## src/rtl/alu_seq_if.sv

```systemverilog
// Handshake and data bundle between the control unit/accumulator and the sequential ALU.
interface alu_seq_if #(
    parameter int W = 12
);
    logic         start;
    logic [2:0]   op;
    logic [W-1:0] in1;
    logic [W-1:0] in2;
    logic [W-1:0] alu_out;
    logic         z_flag;
    logic         c_flag;
    logic         busy;
    logic         done;

    modport master (
        output start, op, in1, in2,
        input  alu_out, z_flag, c_flag, busy, done
    );

    modport slave (
        input  start, op, in1, in2,
        output alu_out, z_flag, c_flag, busy, done
    );
endinterface

```

## src/rtl/alu_seq.sv

```systemverilog
// 12-bit sequential ALU: PASS/ADD/SUB/AND/OR/XOR in one cycle, MUL (shift-add)
// and DIV (restoring) over 12 iterations behind a start/busy/done handshake.
module alu_seq #(
    parameter int W = 12
) (
    input  logic     clk,
    input  logic     rst,
    alu_seq_if.slave bus
);
    localparam int CW = $clog2(W);

    localparam logic [2:0] OP_ADD = 3'b001;
    localparam logic [2:0] OP_SUB = 3'b010;
    localparam logic [2:0] OP_MUL = 3'b011;
    localparam logic [2:0] OP_DIV = 3'b100;
    localparam logic [2:0] OP_AND = 3'b101;
    localparam logic [2:0] OP_OR  = 3'b110;
    localparam logic [2:0] OP_XOR = 3'b111;

    typedef enum logic [1:0] {IDLE, CALC, DONE} state_e;

    state_e         state_q, state_d;
    logic [2:0]     op_q, op_d;
    logic [W-1:0]   a_q, a_d;
    logic [W-1:0]   b_q, b_d;
    logic [2*W-1:0] p_q, p_d;
    logic [CW-1:0]  cnt_q, cnt_d;
    logic [W-1:0]   out_q, out_d;
    logic           z_q, z_d;
    logic           c_q, c_d;

    logic [W:0]     add_sum, sub_diff;
    logic [W-1:0]   fast_res;
    logic           fast_c;

    // Single-cycle ops are computed straight from the bus so they register at the start edge.
    always_comb begin
        add_sum  = {1'b0, bus.in1} + {1'b0, bus.in2};
        sub_diff = {1'b0, bus.in1} - {1'b0, bus.in2};
        fast_res = bus.in1;
        fast_c   = 1'b0;
        case (bus.op)
            OP_ADD:  begin fast_res = add_sum[W-1:0];  fast_c = add_sum[W];  end
            OP_SUB:  begin fast_res = sub_diff[W-1:0]; fast_c = sub_diff[W]; end
            OP_AND:  fast_res = bus.in1 & bus.in2;
            OP_OR:   fast_res = bus.in1 | bus.in2;
            OP_XOR:  fast_res = bus.in1 ^ bus.in2;
            default: begin end
        endcase
    end

    logic [W:0]     mul_sum;
    logic [2*W-1:0] mul_next;
    logic [W:0]     div_sh;
    logic           div_ge;
    logic [W-1:0]   div_rem;
    logic [2*W-1:0] div_next;
    logic [2*W-1:0] iter_next;

    // p_q holds {partial product, remaining multiplier} for MUL and {remainder, dividend/quotient} for DIV.
    always_comb begin
        mul_sum   = {1'b0, p_q[2*W-1:W]} + {1'b0, (p_q[0] ? a_q : {W{1'b0}})};
        mul_next  = {mul_sum, p_q[W-1:1]};
        div_sh    = {p_q[2*W-1:W], p_q[W-1]};
        div_ge    = div_sh >= {1'b0, b_q};
        div_rem   = div_ge ? W'(div_sh - {1'b0, b_q}) : div_sh[W-1:0];
        div_next  = {div_rem, p_q[W-2:0], div_ge};
        iter_next = (op_q == OP_MUL) ? mul_next : div_next;
    end

    // NOTE: every always_comb output gets a default first so no path can infer a latch.
    always_comb begin
        state_d = state_q;
        op_d    = op_q;
        a_d     = a_q;
        b_d     = b_q;
        p_d     = p_q;
        cnt_d   = cnt_q;
        out_d   = out_q;
        z_d     = z_q;
        c_d     = c_q;
        case (state_q)
            IDLE: begin
                if (bus.start) begin
                    op_d  = bus.op;
                    a_d   = bus.in1;
                    b_d   = bus.in2;
                    cnt_d = '0;
                    if (bus.op == OP_MUL || bus.op == OP_DIV) begin
                        p_d     = {{W{1'b0}}, (bus.op == OP_MUL) ? bus.in2 : bus.in1};
                        state_d = CALC;
                    end else begin
                        out_d   = fast_res;
                        z_d     = (fast_res == '0);
                        c_d     = fast_c;
                        state_d = DONE;
                    end
                end
            end
            CALC: begin
                p_d   = iter_next;
                cnt_d = cnt_q + 1'b1;
                if (cnt_q == CW'(W - 1)) begin
                    out_d   = iter_next[W-1:0];
                    z_d     = (iter_next[W-1:0] == '0);
                    c_d     = (op_q == OP_MUL) ? (iter_next[2*W-1:W] != '0) : (b_q == '0);
                    state_d = DONE;
                end
            end
            DONE:    state_d = IDLE;
            default: state_d = IDLE;
        endcase
    end

    // NOTE: sequential state uses non-blocking assignments so all registers update together at the edge.
    always_ff @(posedge clk) begin
        if (rst) begin
            state_q <= IDLE;
            op_q    <= '0;
            a_q     <= '0;
            b_q     <= '0;
            p_q     <= '0;
            cnt_q   <= '0;
            out_q   <= '0;
            z_q     <= 1'b0;
            c_q     <= 1'b0;
        end else begin
            state_q <= state_d;
            op_q    <= op_d;
            a_q     <= a_d;
            b_q     <= b_d;
            p_q     <= p_d;
            cnt_q   <= cnt_d;
            out_q   <= out_d;
            z_q     <= z_d;
            c_q     <= c_d;
        end
    end

    assign bus.alu_out = out_q;
    assign bus.z_flag  = z_q;
    assign bus.c_flag  = c_q;
    assign bus.busy    = (state_q != IDLE);
    assign bus.done    = (state_q == DONE);
endmodule
```

## src/flat_wrapper.sv

```systemverilog
// flat-port wrapper written by rule: the top's interface ports become plain ports
module alu_seq_flat 
#(
    parameter int W = 12
)
  (clk, rst, bus_start, bus_op, bus_in1, bus_in2, bus_alu_out, bus_z_flag, bus_c_flag, bus_busy, bus_done);
  alu_seq_if #(.W(W)) bus_i ();
  input  logic clk;
  input  logic rst;
  input wire logic [$bits(bus_i.start)-1:0] bus_start;
  input wire logic [$bits(bus_i.op)-1:0] bus_op;
  input wire logic [$bits(bus_i.in1)-1:0] bus_in1;
  input wire logic [$bits(bus_i.in2)-1:0] bus_in2;
  output wire logic [$bits(bus_i.alu_out)-1:0] bus_alu_out;
  output wire logic [$bits(bus_i.z_flag)-1:0] bus_z_flag;
  output wire logic [$bits(bus_i.c_flag)-1:0] bus_c_flag;
  output wire logic [$bits(bus_i.busy)-1:0] bus_busy;
  output wire logic [$bits(bus_i.done)-1:0] bus_done;
  assign bus_i.start = bus_start;
  assign bus_i.op = bus_op;
  assign bus_i.in1 = bus_in1;
  assign bus_i.in2 = bus_in2;
  assign bus_alu_out = bus_i.alu_out;
  assign bus_z_flag = bus_i.z_flag;
  assign bus_c_flag = bus_i.c_flag;
  assign bus_busy = bus_i.busy;
  assign bus_done = bus_i.done;
  alu_seq #(.W(W)) u_core (.clk(clk), .rst(rst), .bus(bus_i));
endmodule
```

## config.mk

```make
export PLATFORM = sky130hd
export DESIGN_NAME = alu_seq_flat
export DESIGN_NICKNAME = d
export VERILOG_FILES = /design/src/rtl/alu_seq_if.sv /design/src/rtl/alu_seq.sv /design/src/flat_wrapper.sv
export SDC_FILE = /design/constraint.sdc
export NUM_CORES = 1
export LEC_CHECK = 0
export CORE_ASPECT_RATIO = 0.5
export CORE_MARGIN = 2
export CORE_UTILIZATION = 30
export CTS_CLUSTER_DIAMETER = 200
export DETAILED_ROUTE_END_ITERATION = 12
export GPL_TIMING_DRIVEN = 0
export SYNTH_ARGS = -nofsm -noshare
export SYNTH_HDL_FRONTEND = slang
export SYNTH_SLANG_ARGS = --single-unit
```

## constraint.sdc

```tcl
create_clock -name clk -period 4.2 [get_ports clk]
set_input_delay 0.84 -clock clk [delete_from_list [all_inputs] [get_ports clk]]
set_output_delay 0.84 -clock clk [all_outputs]
set_load 0.005 [all_outputs]
```

Word level (Yosys, flattened, before mapping)
Index checks and enable logic that the tools add are counted.

Output and inout port bits: 16. Word-level logic and storage cells: 74. Bits in registers: 71. Bits of input ports: 30.

Add/sub/neg operators: 5. Bitwise gates (word level): 3. $lt $le $gt $ge: 1. Equality and inequality tests: 15. Reductions and logical operators: 13. Muxes and demuxes: 28.

Operators by type and width (count): $mux 12 (6); $mux 24 (3); $pmux 12 s5 (1); $pmux 24 s2 (1); $logic_not 12->1 (3); $add 12x12->13 (2); $pmux 12 s2 (1); $ge 13x12->1 (1); $sub 12x12->13 (1); $and 12x12->12 (1); $eq 3x3->1 const B (4); $or 12x12->12 (1); $reduce_bool 12->1 (1); $sub 12x12->12 (1); $xor 12x12->12 (1); $eq 3x2->1 const B (3); $pmux 4 s2 (1); $mux 1 (7); $mux 2 (3); $pmux 1 s2 (3); $reduce_and 2->1 (3); $add 4x1->4 const B (1); $eq 4x4->1 const B (1); $mux 4 (1); other kinds (11) (14).

Logic depth before layout (Yosys ltp)
Depth in word-level cells: 7. Gate-level depth with buffers: 13. Mapped depth without buffers: 12.

Least setup slack after synthesis
No wires, ideal clock.

Path kind: input to register. Start point: in bus_in1[0]. End point: reg u_core.z_q, in the netlist u_core.bus.z_flag. Stages: 12. Buffers on the path: 0. Setup time: 0.084 ns. Setup slack: 1.140 ns. Arrival time: 2.975 ns. Required time: 4.116 ns. Cell sequence: inv_1 ha_1 inv_1 fa_1 nor3b_1 o31a_1 o31ai_1 nand3_1 o311ai_0 nand4_1 or4_1 o31ai_2.

Cells in the longest elaborated chain, start to end: 6. Elaborated cells on any way between the ends: 10. Classes of those cells: 2 x add/sub; 4 x mux; 3 x bitwise; 1 x reduce/logical.

Ends and longest elaborated chain: from (decl) (line flat_wrapper.sv:12) `input wire logic [$bits(bus_i.in1)-1:0] bus_in1;`; $sub 12x12->13, or another cell as far along (line alu_seq.sv:39) `sub_diff = {1'b0, bus.in1} - {1'b0, bus.in2};`; $pmux 12 s5 * (line alu_seq.sv:42) `case (bus.op)`; $logic_not 12->1 * (line alu_seq.sv:94) `z_d = (fast_res == '0);`; $mux 1 * (line alu_seq.sv:89) `if (bus.op == OP_MUL || bus.op == OP_DIV) begin`; $mux 1 * (line alu_seq.sv:84) `if (bus.start) begin`; $pmux 1 s2 * (line alu_seq.sv:82) `case (state_q)`; to (signal assigned) (line alu_seq.sv:135) `z_q <= z_d;`; to (decl) (line alu_seq.sv:29) `logic z_q, z_d;`.

Mark *: on every way between the ends. The rest lies on a longest branch, timed or not. The select of a mux whose other input is x is not followed. A chain may end at the register's enable or synchronous reset.

Worst setup path in the final report
Start point: in bus_in1[2]. End point: reg u_core.out_q[11], in the netlist u_core.bus.alu_out[11].

Cells in the longest elaborated chain, start to end: 5. Elaborated cells on any way between the ends: 6. Classes of those cells: 2 x add/sub; 4 x mux.

Ends and longest elaborated chain: $sub 12x12->13 / $add 12x12->13 (equally long branches) (line alu_seq.sv:39, alu_seq.sv:38); $pmux 12 s5 * (line alu_seq.sv:42); $mux 12 * (line alu_seq.sv:89); $mux 12 * (line alu_seq.sv:84); $pmux 12 s2 * (line alu_seq.sv:82); to (signal assigned) (line alu_seq.sv:134) `out_q <= out_d;`; to (decl) (line alu_seq.sv:28) `logic [W-1:0] out_q, out_d;`.

Marks and branches as above.

==> flow_summary.ini <==
[floorplan]
design.portCount = 46
fp-row-count = 38
start_util_pct = 31.0
coreArea_mm2 = 0.0219
floorplan.die.width_um = 217
chipHeight_um = 110
floorplan.die_area_mm2 = 0.0239

[run]
drv.max_cap_violation_count = 0

[worst_setup_path]
worstPathRequired_ns = 4.47
timing.rr.start = u_core.b_q[6]
startpoint = bus_in1[2]
worst-path-buf-inv = 3
critical_path.endpoint_type = register
criticalPathCategory = in2reg
cp_max_fo = 10
crit_chain = clkdlybuf4s50_1 > inv_1 > ha_1 > buf_2 > nor2_1 > o311ai_0 > a41oi_1 > a21oi_1 > xnor2_1 > o221ai_1 > o2111ai_1 > a31oi_1
critPathArrivalTime_ns = 4.29
critical_path_startpoint_category = input port
timing.critical_path.max_delay_family = compound AO/OA/AOI/OAI gates
critical-path-max-stage-delay_ns = 0.72
critPathSlowestCell = sky130_fd_sc_hd__clkdlybuf4s50_1

[sta]
finalSetupViolations = 0
setup_ws_ns = 0.181
grt_setup_unrepaired = no
hold-worst-slack_ns = 0.455
finalClockSkew_ns = 0.00972
hold_viol_final = 0
period_needed_ns = 4.02
relSlewSlack_pct = 13.2
tightestPinTransition_ns = 1.30
drv_slew = 0
min_period_over_period_pct = 95.7
achievable-frequency_ghz = 0.249

[route]
drt_pre_antenna_iters = 6
via_count = 7479
antenna_violating_nets_left = 0
vias_per_cell = 5.72
drc = 0
drt_iter0_markers = 921
totalWireLength_mm = 25.9
wire_per_inst_um = 19.8

[synthesis]
yosys_warnings = 0
number_of_register_bits_inferred_by_synthesis = 71
synth_async_sr_flop_share_pct = 0
number_of_enable_flip_flop_cells_after_synthesis = 0
seq_area_frac_synth_pct = 21.0
syn_nets = 1046
yosysUniqueCellTypes = 82
post_synth_instance_area_mm2 = 0.00678
ys.flop_type = sky130_fd_sc_hd__dfxtp_1
synth_top_area_cell = sky130_fd_sc_hd__dfxtp_1
synthCells = 948
synth.area.top_cells = sky130_fd_sc_hd__dfxtp_1 (21%), sky130_fd_sc_hd__ha_1 (12%), sky130_fd_sc_hd__nand2_1 (8.2%), sky130_fd_sc_hd__a21oi_1 (6.2%), sky130_fd_sc_hd__nor2_1 (5.3%)
yosysTopAreaCellShare_pct = 21.0
avgSynthCellArea_um2 = 7.16

[clocking]
clockRootBuffer = sky130_fd_sc_hd__clkbuf_16
numCtsBuffers = 9
holdBufCountCts = 0
clock_latency_ns = 0.35
clockBufferDepth = 2
cts_setup_buffers = 0
cts.reportedPaths.clkPinSlew_ns = 0.07
cts_tree = done
tritoncts_num_sinks = 71
ctsResizeCount = 0
h-tree-depth = 3

[power]
vdd_ir_drop_max_mv = 0.301
combinationalPowerShare_pct = 38.1
p_int_mw = 1.50
p_clk_share_pct = 30.9
switchingPower_mw = 0.963
total_power_mw = 2.47
pwr-share-seq_pct = 30.9
p_leak_nw = 3.20
proportion_of_total_power_due_to_net_switching_pct = 39.0
power_density_relative_to_cell_area_mw_per_mm2 = 313

[place]
numPortBuffers = 43
gp_congestion = 0.930
post-place-ws_ns = -0.196
dpl_hpwl_mm = 19.9
placedInstanceArea_mm2 = 0.00759

[run_status]
status = complete, no violations

[global_route]
largest_net_degree_at_the_start_of_global_routing = 16
grt_pass1_wl_mm = 40.2
grt_pass1_vias = 7047
grt.total_usage_pct = 21.7
globalRoute.totalOverflow = 0
antenna_found_initial = 0

[cells_and_area]
postLayoutCellArea_mm2 = 0.00789
area_growth_syn_to_layout_pct = 16.3
postLayoutCoreUtil_pct = 36.0
final_net_count = 1100
num_antenna_cells = 0
final_layout_size_suffix_gt1_share_pct = 5.06

[min_path]
hold_path.startpoint = u_core.a_q[9]
hold_removal_path_class = reg2reg
-- worst reg2reg max path, delay by kind of cell, from the launching register on --
kind	cells	cell delay [ns]
AO/OA/AOI/OAI	4	0.93
AND/OR/NAND/NOR	3	0.88
buffers and inverters	3	0.54
flip-flops	1	0.45
adder cells (fa/ha/maj)	1	0.39
-- cell usage in the layout (no fill, tap or decap), drive strengths merged, types with 6 or more instances in the layout --
cell and count:
nand2b 16, xnor2 14, ha 64, a21oi 84
nor2 95, nand2 149, o22ai 8, and3 7
a22oi 7, nor3 30, a31oi 12, o31ai 7
mux2i 15, clkbuf 45, nand3 24, o21ai 35
inv 62, clkdlybuf4s50 42, a21o 7, a211oi 15
and2 18, o211ai 17, nor4 10, a311oi 6
buf 22, dfxtp 71, nor2b 11, o21bai 8
-- through the flow --
step	setup TNS (ns)	cells
2_1_floorplan	0	948
3_3_place_gp	-0.459	1291
3_5_place_dp	-0.596	1291
4_1_cts	0	1307
5_1_grt	0	1307
6_report	0	1307
-- metal layers --
metal	global-route usage, %	up-vias	wire length [um]
met5	0	-	0
met3	2.17	42	1930
li1	-	3507	-
met2	34.8	354	11100
met4	7.39	0	661
met1	30.7	3576	12200
-- state kept, by name, summed over array words and instances (netlist names) --
register and flops:
u_core.p_q 24, u_core.bus.c_flag 1, u_core.op_q 3, u_core.a_q 12
u_core.bus.z_flag 1, u_core.bus.alu_out 12, u_core.cnt_q 4, u_core.b_q 12
u_core.state_q 2
-- cell families (layout without fill, tap and decap cells) --
family	Yosys count	after routing	share of synthesized area, %
AOI/OAI and AO/OA	262	262	25.9
xor gates and xnor gates	18	18	2.32
adders and majority gates	68	68	13.0
buffers and inverters	115	174	7.36
DFF	71	71	21.0
muxes	17	17	2.71
and+or+nand+nor	397	397	27.8
-- cells in the mapped netlist (6+ instances only) --
cell type and count:
sky130_fd_sc_hd__nand2_1 149, sky130_fd_sc_hd__nor2_1 95, sky130_fd_sc_hd__a21oi_1 84, sky130_fd_sc_hd__dfxtp_1 71, sky130_fd_sc_hd__ha_1 64, sky130_fd_sc_hd__inv_1 55
sky130_fd_sc_hd__clkbuf_1 35, sky130_fd_sc_hd__o21ai_0 33, sky130_fd_sc_hd__nor3_1 29, sky130_fd_sc_hd__nand3_1 24, sky130_fd_sc_hd__o211ai_1 17, sky130_fd_sc_hd__and2_1 16
sky130_fd_sc_hd__nand2b_1 16, sky130_fd_sc_hd__a211oi_1 15, sky130_fd_sc_hd__mux2i_1 15, sky130_fd_sc_hd__xnor2_1 14, sky130_fd_sc_hd__a31oi_1 11, sky130_fd_sc_hd__nor2b_1 10
sky130_fd_sc_hd__nor4_1 10, sky130_fd_sc_hd__o21bai_1 8, sky130_fd_sc_hd__o22ai_1 8, sky130_fd_sc_hd__a21o_1 7, sky130_fd_sc_hd__a22oi_1 7, sky130_fd_sc_hd__and3_1 7
sky130_fd_sc_hd__a311oi_1 6, sky130_fd_sc_hd__buf_1 6, sky130_fd_sc_hd__buf_4 6, sky130_fd_sc_hd__o31ai_1 6
-- layout make-up --
| class | count | area [um2] |
|---|---|---|
| clock buffers | 9 | 225 |
| fillers | 2340 | 14000 |
| flip-flops and latches | 71 | 1420 |
| inverters | 57 | 214 |
| well taps | 300 | 375 |
| repair buffers | 43 | 433 |
| multi-input cells | 762 | 4880 |
| plain buffers | 58 | 285 |
| clock inverters | 7 | 60.1 |
-- power by group through the flow --
stage               Clock, mW  Combinational (mW)  Sequential (mW)
floorplan                   0               0.624            0.761
global placement            0               0.901            0.775
detailed placement          0               0.911            0.776
CTS                     0.755               0.917            0.761
global route            0.790                1.02            0.768
finish                  0.763               0.940            0.763
-- worst paths after layout --
path / cells past startpoint / slack (ns) / end
setup / recovery: 12 / 0.18 / u_core.bus.alu_out[11]
hold / removal: 2 / 0.46 / u_core.a_q[9]
setup reg to reg: 11 / 0.86 / u_core.bus.c_flag
hold reg to reg: 2 / 0.46 / u_core.a_q[9]
Power figures use the tool's default switching activity.
==> RTL edit, RTL diff (config.mk and constraints unchanged) <==
`W` is set to 12 in 3 places; all go to 8.
--- a/src/rtl/alu_seq_if.sv
+++ b/src/rtl/alu_seq_if.sv
@@ -1,6 +1,6 @@
 // Handshake and data bundle between the control unit/accumulator and the sequential ALU.
 interface alu_seq_if #(
-    parameter int W = 12
+    parameter int W = 8
 );
     logic         start;
     logic [2:0]   op;
--- a/src/rtl/alu_seq.sv
+++ b/src/rtl/alu_seq.sv
@@ -1,7 +1,7 @@
 // 12-bit sequential ALU: PASS/ADD/SUB/AND/OR/XOR in one cycle, MUL (shift-add)
 // and DIV (restoring) over 12 iterations behind a start/busy/done handshake.
 module alu_seq #(
-    parameter int W = 12
+    parameter int W = 8
 ) (
     input  logic     clk,
     input  logic     rst,
--- a/src/flat_wrapper.sv
+++ b/src/flat_wrapper.sv
@@ -1,7 +1,7 @@
 // flat-port wrapper written by rule: the top's interface ports become plain ports
 module alu_seq_flat 
 #(
-    parameter int W = 12
+    parameter int W = 8
 )
   (clk, rst, bus_start, bus_op, bus_in1, bus_in2, bus_alu_out, bus_z_flag, bus_c_flag, bus_busy, bus_done);
   alu_seq_if #(.W(W)) bus_i ();
Ports: changed (resized bus_alu_out, bus_in1 and bus_in2); port bits go from 46 to 34. No check against the original RTL was run, so the function may have changed too.
==> RTL edit against the original RTL <==
  * Count of clock-buffer cells in the layout down 4
  * Area after synthesis down 37%
  * Design area down 37%
  * Power down 40%
  * Setup slack better by 0.38 ns
  * Sequential cell count down 21
  * Global-route usage down 4.3 points
  * Non-clock buffer count down 38
  * Combinational power down 51%
  * Routed wire length down 50%
  * Largest cell class unchanged
==> RTL edit: results (changes against the original RTL) <==
drt drc 0 (unchanged); sequential element share of the synthesized area 23.4% (+2.5 points); dpl cell area 4820 µm² (-36%); switching power 0.492 mW (-49%); largest net degree at the start of global routing 17 (+1); global-route wire length before repair 21600 µm (-46%); initial antenna violation count 0 (unchanged); synth top area cells dfxtp_1 23%, ha_1 12%, a21oi_1 7.7%, nand2_1 7.1%, nor2_1 5.3%; Crit-path slowest cell clkdlybuf4s50_1; # diodes 0 (unchanged); Leak 2.05 nW (-36%); Root Buffer clkbuf_16; Post-synth top cells 81 x nand2_1, 66 x a21oi_1, 60 x nor2_1; GRT Overall Usage 17.5% (-4.3 points); Netlist cell types 61 (-26%); max incr delay on CP 0.66 ns (-0.06 ns); outcome finished, final reports clean; max reg flops 16 (-33%); insertion delay to the later sink of the worst-skew pair 0.30 ns (-0.05 ns); top-count cell post-synth nand2_1; Nets 692 (-37%); H-tree levels 2 (-1); vias in the first global route 4237 (-40%); largest vdd supply drop 215 µV (-29%); Most flops, register u_core.p_q; Post-CTS Setup Bufs 0 (unchanged); largest buffer count on any clock path 2 (unchanged); HPWL after DPL 10100 µm (-49%); number of DRC markers in iteration 0 323 (-65%); Syn. warnings 0 (unchanged); via count 4307 (-42%); Pre-Repair DR Iteration Count 5 (-1); FFs w/ async S/R, synth 0% (unchanged); Clock transition at path regs 0.07 ns (about the same); total CTS buffers 5 (-4); placed cell count 809 (-37%); clk_skew 0.00762 ns (-0.00210 ns); Syn Inst Count 586 (-38%); wire per inst 16.0 µm (-19%); gpl congestion 0.951 (+2.2%); fraction of layout cells with a size suffix above 1 2.88% (-2.2 points); hold crit path type flop to flop; syn nets 654 (-37%); post-cts resize count 0 (unchanged); crit path DAT 3.89 ns (-0.40 ns); crit path max fanout 10 (unchanged); port bufs 31 (-28%); via/cell ratio 5.27 (-7.9%); Worst Tran Pin Value 0.668 ns (-0.631 ns)
RTL edit: changes by cell type in the layout (fill, tap and decap cells not counted), moves of 8 or more:
cell / delta
nor2_1: -35
clkdlybuf4s50_1: -11
ha_1: -22
nand2b_1: -9
dfxtp_1: -21
nor3_1: -16
inv_1: -14
a31oi_1: -8
nand3_1: -16
nand2_1: -68
o211ai_1: -15
a21oi_1: -18
RTL edit: area by class of cell:
class	count	area, µm²
fill	1515	8750
multi-input combinational	463	2990
sequential	50	1000
timing repair buffer	31	310
tap	192	240
inverter	41	154
buffer	32	126
clock buffer	5	125
clock inverter	3	43.8
RTL edit: worst paths after layout:
path | cells after the start | start | endpoint | slack, ns
setup / recovery | 12 | bus_in1[4] | u_core.bus.z_flag | 0.56
hold / removal | 2 | u_core.a_q[3] | u_core.a_q[3] | 0.45
setup reg to reg | 11 | u_core.b_q[3] | u_core.bus.c_flag | 1.41
hold reg to reg | 2 | u_core.a_q[3] | u_core.a_q[3] | 0.45
RTL edit: routing by layer:
metal,vias to the layer above,wire [µm],GRT usage [%]
li1,2142,-,-
met1,2005,6320,23.3
met2,140,5840,29.9
met3,20,641,1.98
met4,0,259,5.86
met5,-,0,0
RTL edit: kinds of logic after synthesis:
group	share of synthesized area [%]
AOI/OAI and AO/OA	25.7
xor gates and xnor gates	2.66
adders and majority gates	14.2
buffers and inverters	6.56
DFF	23.4
muxes	5.15
and+or+nand+nor	22.3
RTL edit: power by group through the flow:
stage / clock network [mW] / logic, mW / registers [mW]
after floorplan: 0 / 0.312 / 0.529
after global placement: 0 / 0.453 / 0.534
after detailed placement: 0 / 0.456 / 0.535
after CTS: 0.479 / 0.459 / 0.524
after global routing: 0.503 / 0.516 / 0.528
final: 0.480 / 0.463 / 0.524
RTL edit: per-stage QoR:
step                worst slack, ns  utilization [%]  power, mW  hold slack, ns
floorplan                      1.36                -      0.841           0.432
global placement              0.320             35.1      0.987           0.441
detailed placement            0.301             35.1      0.991           0.443
CTS                           0.607             36.3       1.46           0.452
global route                  0.307             36.3       1.55           0.480
finish                        0.558             36.3       1.47           0.454
RTL edit: critical path, delay by kind of cell:
family | cells | cell delay, ns
XOR/XNOR | 1 | 0.16
AO/OA/AOI/OAI | 4 | 1.13
buffers and inverters | 3 | 1.07
adder cells (fa/ha/maj) | 1 | 0.31
AND/OR/NAND/NOR | 3 | 0.38
